`src/rtl/seg_pkg.sv`:
```
`default_nettype none
// +----------------------------------------------------------------------+
// | seg_pkg                                                              |
// | Shared types and derived constants for the 7-segment scan blocks.    |
// | Rev 1.0 - initial parametrised scanner release                       |
// +----------------------------------------------------------------------+
package seg_pkg;

  // Slot phases: blank guard, anode window, blank guard around each digit
  typedef enum logic [1:0] {
    SET  = 2'd0,
    PRE  = 2'd1,
    ON   = 2'd2,
    POST = 2'd3
  } seg_state_t;

  // Length of the anode window in ticks for a given brightness width
  function automatic int on_len(input int bright_w);
    return (1 << bright_w) - 1;
  endfunction

  // Total ticks per digit slot: SET + PRE + ON window + POST
  function automatic int slot_ticks(input int bright_w);
    return on_len(bright_w) + 3;
  endfunction

  // Digit index width, never narrower than one bit
  function automatic int digit_idx_w(input int num_digits);
    return (num_digits > 2) ? $clog2(num_digits) : 1;
  endfunction

endpackage
`default_nettype wire

```
`src/rtl/tick_gen.sv`:
```
`default_nettype none
// +----------------------------------------------------------------------+
// | tick_gen                                                             |
// | Clock-enable generator: one-clk tick every TICK_DIV clks while en=1. |
// | Rev 1.0 - initial release                                            |
// +----------------------------------------------------------------------+
module tick_gen #(
  parameter int TICK_DIV = 100000
) (
  input  logic clk,
  input  logic rst,
  input  logic en,
  output logic tick
);

  localparam int                 c_DIV_W = (TICK_DIV > 2) ? $clog2(TICK_DIV) : 1;
  localparam logic [c_DIV_W-1:0] c_LAST  = c_DIV_W'(TICK_DIV - 1);

  logic [c_DIV_W-1:0] r_cnt;
  logic               w_at_last;

  assign w_at_last = (r_cnt == c_LAST);
  assign tick      = en & w_at_last;

  // Free-running divider, held at zero while stopped so a restart is a full period
  always_ff @(posedge clk or negedge rst) begin
    if (!rst) begin
      r_cnt <= '0;
    end else if (!en || w_at_last) begin
      r_cnt <= '0;
    end else begin
      r_cnt <= r_cnt + c_DIV_W'(1);
    end
  end

endmodule
`default_nettype wire

```
`src/rtl/seg_scan_ctrl.sv`:
```
`default_nettype none
// +----------------------------------------------------------------------+
// | seg_scan_ctrl                                                        |
// | Guarded-slot 7-segment anode scanner with PWM brightness, per-digit  |
// | enable mask, run/stop control and a frame-done strobe.               |
// | Rev 1.0 - initial parametrised scanner release                       |
// +----------------------------------------------------------------------+
module seg_scan_ctrl
  import seg_pkg::*;
#(
  parameter int NUM_DIGITS = 4,
  parameter int CHAR_W     = 4,
  parameter int TICK_DIV   = 100000,
  parameter int BRIGHT_W   = 3
) (
  input  logic                                clk,
  input  logic                                rst,
  input  logic                                en,
  input  logic [NUM_DIGITS-1:0]               digit_en,
  input  logic [BRIGHT_W-1:0]                 bright,
  input  logic [NUM_DIGITS*CHAR_W-1:0]        chars,
  output logic [NUM_DIGITS-1:0]               an,
  output logic [CHAR_W-1:0]                   char,
  output logic [digit_idx_w(NUM_DIGITS)-1:0]  digit_idx,
  output logic                                frame_done
);

  localparam int                     c_IDX_W     = digit_idx_w(NUM_DIGITS);
  localparam int                     c_ON_LEN    = on_len(BRIGHT_W);
  localparam logic [BRIGHT_W-1:0]    c_ON_LAST   = BRIGHT_W'(c_ON_LEN - 1);
  localparam logic [c_IDX_W-1:0]     c_TOP_DIGIT = c_IDX_W'(NUM_DIGITS - 1);
  localparam logic [NUM_DIGITS-1:0]  c_AN_OFF    = {NUM_DIGITS{1'b1}};

  seg_state_t            r_state, w_state_nxt;
  logic [c_IDX_W-1:0]    r_d, w_d_nxt;
  logic [BRIGHT_W-1:0]   r_on_cnt, w_on_cnt_nxt;
  logic [BRIGHT_W-1:0]   r_bright_q, w_bright_q_nxt;
  logic [NUM_DIGITS-1:0] r_an, w_an_nxt;
  logic [CHAR_W-1:0]     r_char, w_char_nxt;
  logic [c_IDX_W-1:0]    r_digit_idx, w_digit_idx_nxt;
  logic                  r_frame_done, w_frame_done_nxt;

  logic                  w_tick;
  logic [NUM_DIGITS-1:0] w_an_sel;
  logic [BRIGHT_W-1:0]   w_on_inc;
  logic [CHAR_W-1:0]     w_char_arr [NUM_DIGITS];

  tick_gen #(
    .TICK_DIV (TICK_DIV)
  ) u_tick_gen (
    .clk  (clk),
    .rst  (rst),
    .en   (en),
    .tick (w_tick)
  );

  for (genvar gi = 0; gi < NUM_DIGITS; gi++) begin : g_char_slice
    assign w_char_arr[gi] = chars[gi*CHAR_W +: CHAR_W];
  end

  assign w_an_sel = ~(NUM_DIGITS'(1) << r_d);
  assign w_on_inc = r_on_cnt + BRIGHT_W'(1);

  // Next-state and next-output logic; everything advances only on a tick
  always_comb begin
    w_state_nxt      = r_state;
    w_d_nxt          = r_d;
    w_on_cnt_nxt     = r_on_cnt;
    w_bright_q_nxt   = r_bright_q;
    w_an_nxt         = r_an;
    w_char_nxt       = r_char;
    w_digit_idx_nxt  = r_digit_idx;
    w_frame_done_nxt = 1'b0;

    if (!en) begin
      // Stopped: blank and rewind to the top digit; char/digit_idx hold
      w_state_nxt  = SET;
      w_d_nxt      = c_TOP_DIGIT;
      w_on_cnt_nxt = '0;
      w_an_nxt     = c_AN_OFF;
    end else if (w_tick) begin
      case (r_state)
        SET: begin
          w_an_nxt        = c_AN_OFF;
          w_char_nxt      = w_char_arr[r_d];
          w_digit_idx_nxt = r_d;
          w_state_nxt     = PRE;
        end
        PRE: begin
          w_bright_q_nxt = bright;
          w_on_cnt_nxt   = '0;
          w_an_nxt       = (digit_en[r_d] && (bright != '0)) ? w_an_sel : c_AN_OFF;
          w_state_nxt    = ON;
        end
        ON: begin
          w_on_cnt_nxt = w_on_inc;
          // Anode has been low for bright_q ticks once this tick lands
          if (w_on_inc == r_bright_q) begin
            w_an_nxt = c_AN_OFF;
          end
          if (r_on_cnt == c_ON_LAST) begin
            w_an_nxt     = c_AN_OFF;
            w_on_cnt_nxt = '0;
            w_state_nxt  = POST;
          end
        end
        POST: begin
          w_d_nxt          = (r_d == '0) ? c_TOP_DIGIT : r_d - c_IDX_W'(1);
          w_frame_done_nxt = (r_d == '0);
          w_state_nxt      = SET;
        end
        default: begin
          w_an_nxt    = c_AN_OFF;
          w_state_nxt = SET;
        end
      endcase
    end
  end

  // Scan state and digit counter
  always_ff @(posedge clk or negedge rst) begin
    if (!rst) begin
      r_state <= SET;
      r_d     <= c_TOP_DIGIT;
    end else begin
      r_state <= w_state_nxt;
      r_d     <= w_d_nxt;
    end
  end

  // PWM counter, sampled brightness and registered pin outputs
  always_ff @(posedge clk or negedge rst) begin
    if (!rst) begin
      r_on_cnt     <= '0;
      r_bright_q   <= '0;
      r_an         <= c_AN_OFF;
      r_char       <= '0;
      r_digit_idx  <= c_TOP_DIGIT;
      r_frame_done <= 1'b0;
    end else begin
      r_on_cnt     <= w_on_cnt_nxt;
      r_bright_q   <= w_bright_q_nxt;
      r_an         <= w_an_nxt;
      r_char       <= w_char_nxt;
      r_digit_idx  <= w_digit_idx_nxt;
      r_frame_done <= w_frame_done_nxt;
    end
  end

  assign an         = r_an;
  assign char       = r_char;
  assign digit_idx  = r_digit_idx;
  assign frame_done = r_frame_done;

endmodule
`default_nettype wire

```
`config.mk`:
```
export PLATFORM = sky130hd
export DESIGN_NAME = seg_scan_ctrl
export DESIGN_NICKNAME = d
export VERILOG_FILES = /design/src/rtl/seg_pkg.sv /design/src/rtl/tick_gen.sv /design/src/rtl/seg_scan_ctrl.sv
export SDC_FILE = /design/constraint.sdc
export NUM_CORES = 1
export LEC_CHECK = 0
export BUFFER_PORTS_ARGS = -buffer_cell sky130_fd_sc_hd__buf_2
export CORE_MARGIN = 3
export CORE_UTILIZATION = 62
export CTS_BUF_LIST = sky130_fd_sc_hd__clkbuf_4
export CTS_CLUSTER_DIAMETER = 30
export DETAILED_ROUTE_END_ITERATION = 12
export PLACE_DENSITY = 0.95
export SLEW_MARGIN = 20
export SYNTH_ARGS = -nofsm -noshare
export SYNTH_HDL_FRONTEND = slang
export SYNTH_SLANG_ARGS = --single-unit
```
`constraint.sdc`:
```
create_clock -name clk -period 3.4 [get_ports clk]
set_input_delay 0.68 -clock clk [delete_from_list [all_inputs] [get_ports clk]]
set_output_delay 0.68 -clock clk [all_outputs]
set_load 0.01 [all_outputs]
```
-- Yosys cells after proc, flatten, opt, wreduce, memory -nomap -nowiden
Cells that the tools add are included.
- add/sub/neg operators: 3
- $lt $le $gt $ge: 2
- equal/unequal tests: 12
- shifts and indexed selects: 1
- muxes and demuxes: 27
- bitwise operators: 3
- reduce and logical (&&, ||, !) cells: 12
- operators by type and width (operator ; number):
    $mux W4 ; 7
    $add A17 B1 Y17 const B ; 1
    $eq A17 B17 Y1 const B ; 1
    $mux W17 ; 1
    $mux W2 ; 7
    $pmux W4 S3 ; 1
    $mux W3 ; 3
    $reduce_and A3 Y1 ; 3
    $bmux W4 S2 ; 1
    $pmux W2 S4 ; 1
    $pmux W3 S2 ; 1
    $reduce_and A2 Y1 ; 3
    $eq A2 B2 Y1 const B ; 2
    $logic_not A2 Y1 ; 2
    $mux W1 ; 4
    $ne A2 B1 Y1 const B ; 2
    $ne A4 B1 Y1 const B ; 1
    $ne A4 B4 Y1 const B ; 1
    $not A4 Y4 ; 1
    $shl A1 B2 Y4 const A ; 1
    $add A3 B1 Y3 const B ; 1
    $eq A3 B3 Y1 ; 1
    $eq A3 B3 Y1 const B ; 1
    $ge A3 B3 Y1 const B ; 1
    other kinds (12) ; 12
- bits in registers: 38
- input bits: 26
- output and inout port bits: 11

-- Logic depth before layout (Yosys ltp)
- depth in word-level cells: 7
- depth in mapped cells: 6

-- Cells and area by module
Synthesis repeated with hierarchy kept, for this count alone.
- cells, all modules: 187
- area total of the unflattened synthesis: 2090.8 um2
- by module, submodules not included (module ; instances ; cells an instance ; area an instance (um2)):
    seg_scan_ctrl ; 1 ; 101 ; 1227.4
    tick_gen ; 1 ; 86 ; 863.3

-- Least setup slack after synthesis
OpenSTA, ideal clock, no wires.
- path kind: register to register
- start point: register u_tick_gen.r_cnt[13]
- end point: register r_bright_q[0]
- library setup time: 0.125 ns
- arrival: 2.108 ns
- required time: 3.275 ns
- setup slack: 1.167 ns
- cell stages (with the launch flop): 6
- buffers on the path: 1
- period minus slack after synthesis: 2.233 ns
- path through: dfrtp_1 -> or4b_4 -> or4_4 -> buf_2 -> nor2_4 -> mux2_2
- word-level cells in the longest chain between the ends: 3
- RTL lines (what ; line ; source):
    from (decl) ; tick_gen.sv:19 ; logic [c_DIV_W-1:0] r_cnt;
    from (signal assigned) ; tick_gen.sv:32 ; r_cnt <= r_cnt + c_DIV_W'(1);
    $eq A17 B17 Y1 ; tick_gen.sv:22 ; assign w_at_last = (r_cnt == c_LAST);
    $and A1 B1 Y1 ; tick_gen.sv:23 ; assign tick = en & w_at_last;
    $reduce_and A3 Y1 (no source line) ; -- ;
    to (signal assigned) ; seg_scan_ctrl.sv:142 ; r_bright_q <= w_bright_q_nxt;
    to (decl) ; seg_scan_ctrl.sv:37 ; logic [BRIGHT_W-1:0] r_bright_q, w_bright_q_nxt;
No other way between the ends.
A chain may end at the register's enable or synchronous reset.

-- Worst setup path in the final report
- start point: register u_tick_gen.r_cnt[0]
- end point: register r_char[1], in the netlist char[1]
- word-level cells in the longest chain between the ends: 3
- RTL lines (what ; line ; source):
    $eq A17 B17 Y1 ; tick_gen.sv:22 ;
    $and A1 B1 Y1 ; tick_gen.sv:23 ;
    $reduce_and A3 Y1 (no source line) ; -- ;
    to (signal assigned) ; seg_scan_ctrl.sv:144 ; r_char <= w_char_nxt;
    to (decl) ; seg_scan_ctrl.sv:39 ; logic [CHAR_W-1:0] r_char, w_char_nxt;
No other way between the ends.

==> reports/metrics.csv <==
metric,value,unit
CTS Buf Count,5,
die height,64.2,um
Max-Cap Viols,0,
WHS,423,ps
# setup viols final,0,
status,"complete, no violations",
"top cells by area, synth","dfrtp_1 (36%), dfstp_2 (10%), ha_1 (6.6%)",
clock sink count,38,
starting density of the core,66.6,%
Ant. Diodes,0,
ys flop type,dfrtp_1,
Crit Path Max Fanout,12,
Crit-path slowest cell,or4_4,
Combinational Power Share,6.5,%
Sw Pwr,173,uW
Syn Inst Count,184,
CP cell instances,"ha_1, nand4_1, or4_4, nor2_4, mux2_2",
vias in the first global route,1634,
TritonCTS clock tree,yes,
"Largest stage delay, worst path",720,ps
Crit Path Class,reg -> reg,
Row Count,20,
hold crit path type,in -> async,
vias per cell,5.63,
crit end category,flop,
Final Cycle Share,69.2,%
Worst-Skew Late Latency,340,ps
initial antenna violation count,0,
largest net degree at the start of global routing,39,
Register Area,961,um2
final WL,4190,um
post-synthesis sequential area ratio,45.7,%
Detail Placement HPWL,3120,um
area delta synth->final,12.9,%
syn avg cell area,11.4,um2
Final Critical Period,2350,ps
All-Layer GR Usage,22.8,%
setup TNS,0,ps
Core Region,3150,um2
net count reported at finish,260,
Ports,37,
area occupied by multi-input gates,1090,um2
Peak VDD IR,0.297,mV
Yosys top cell area share,35.7,%
PwrDens,305,nW/um2
FF-to-FF setup slack,1050,ps
Routed Antenna Nets,0,
Yosys cell types,41,
Max-Slew Margin vs Limit,44.9,%
H-tree lvl count,2,
via count,1509,
# DRC,0,
maximum clock rate,425,MHz
RePlAce Congestion,0.804,
share of cells above drive strength 1,32.6,%
1st-pass router iterations,4,
filler cell count,219,
Slew Limit Fails,0,
hold_buf cts,0,
clock power share,30.1,%
syn nets,221,
final hold viol count,0,
arrival time worst endpoint,2590,ps
total gr overflow,0,
Slew @ Worst Pin,826,ps
P_int,551,uW
first-pass GRT wire length,7230,um
routed len/inst,15.6,um
#FFs+latches synth,38,
area of the mapped netlist,2100,um2
unrepaired setup endpoints after global routing,false,
CP Launch Type,flop,
R2R depth,5,
"FFs w/ async S/R, synth",100,%
post_cts resized,0,
clock skew,5.88,ps
P_leak,0.00104,uW
switching share of power,23.9,%
number of I/O port buffers,36,
Worst Path Required,3640,ps
leading area contributor after synthesis,dfrtp_1,
initial drt markers,107,
full die area,4120,um2
power share of the sequential group,63.3,%
Horiz. Die Dim,64.2,um
CTS max path bufs,2,
clk root buf,clkbuf_4,
Post CTS Setup Buffer Count,0,
Post-synth EDFFs,0,
clock slew at reported path FFs,100,ps
synthesis warning total,0,
-- cell usage in the layout, fill, tap and decap left out, types with 4 or more instances in the layout --
master	Yosys	layout
buf_2	2	36
clkbuf_4	0	5
dfrtp_1	30	30
dfstp_2	8	8
ha_1	11	11
inv_1	8	8
mux2_2	12	12
mux4_2	5	5
nand2_1	15	15
nand3_1	6	6
nand4_1	4	4
nor2_1	14	14
nor3_1	9	9
o21ai_0	6	6
or3_1	4	4
xnor2_1	11	11
-- cells in the mapped netlist, types with 3 or more instances --
cell / instances
clkbuf_1: 3
a21oi_1: 3
mux2_2: 12
nand3_1: 6
dfstp_2: 8
inv_1: 8
mux4_2: 5
dfrtp_1: 30
nor2_1: 14
nor3_1: 9
o21ai_0: 6
xnor2_1: 11
nand2_1: 15
ha_1: 11
nand4_1: 4
or3_1: 4
nor4_1: 3
xor2_1: 3
-- power groups by stage --
| stage | registers [uW] | logic (uW) | clock network [uW] |
|---|---|---|---|
| after CTS | 458 | 47.8 | 224 |
| after floorplan | 466 | 19.9 | 0 |
| after global placement | 466 | 46.6 | 0 |
| after global routing | 459 | 52.8 | 245 |
| after detailed placement | 466 | 47.7 | 0 |
| final | 458 | 47.3 | 218 |
-- path summary, 6_finish.rpt --
check	end	from
setup / recovery	char[1]$_DFFE_PN0P_	u_tick_gen.r_cnt[0]$_DFF_PN0_
hold / removal	u_tick_gen.r_cnt[3]$_DFF_PN0_	rst
setup reg to reg	char[1]$_DFFE_PN0P_	u_tick_gen.r_cnt[0]$_DFF_PN0_
hold reg to reg	u_tick_gen.r_cnt[0]$_DFF_PN0_	u_tick_gen.r_cnt[0]$_DFF_PN0_
max in group asynchronous	frame_done$_DFF_PN0_	rst
min in group clk	u_tick_gen.r_cnt[0]$_DFF_PN0_	u_tick_gen.r_cnt[0]$_DFF_PN0_
-- per-stage QoR --
step	util (%)	setup WS, ps	std cells	power, uW	cell area, um2
floorplan	-	1170	184	486	2100
global placement	73.7	1140	260	513	2320
detailed placement	73.7	1060	260	514	2320
CTS	75.2	1050	268	730	2370
global route	75.2	941	268	756	2370
finish	75.2	1050	268	723	2370
-- logic make-up (layout without fill, tap and decap cells) --
| logic type | count (synthesis) | count (layout) | share of synthesized area [%] |
|---|---|---|---|
| compound gates | 17 | 17 | 6.37 |
| xor+xnor | 15 | 15 | 6.97 |
| fa+ha+maj | 11 | 11 | 6.55 |
| buf+inv | 13 | 53 | 2.44 |
| flops | 38 | 38 | 45.7 |
| mux | 20 | 20 | 13.3 |
| simple gates | 70 | 70 | 18.6 |
-- flip-flops by register name, indices dropped and copies added (netlist names) --
| name | cells |
|---|---|
| u_tick_gen.r_cnt | 17 |
| an | 4 |
| char | 4 |
| r_bright_q | 3 |
| r_on_cnt | 3 |
| digit_idx | 2 |
| r_d | 2 |
| r_state | 2 |
| frame_done | 1 |
-- metal layers --
layer	global-route usage [%]	wire, um
met1	27.6	1800
met2	39.2	2140
met3	4.92	190
met4	9.50	60
met5	0	0
-- final cells by class --
class / instances / area share (%)
clock inverter: 3 / 0.475
multi-input combinational: 133 / 45.9
clock buffer: 5 / 1.58
tap: 44 / 2.32
inverter: 8 / 1.27
sequential: 38 / 40.5
timing repair buffer: 37 / 7.92
-- worst max-delay path: cells and delay by family, from the launching register on --
family                     cells  cell delay (ps)
DFF                            1              400
adders and majority gates      1              240
and+or+nand+nor                3             1250
muxes                          1              360
(Power assumes the default switching activity.)
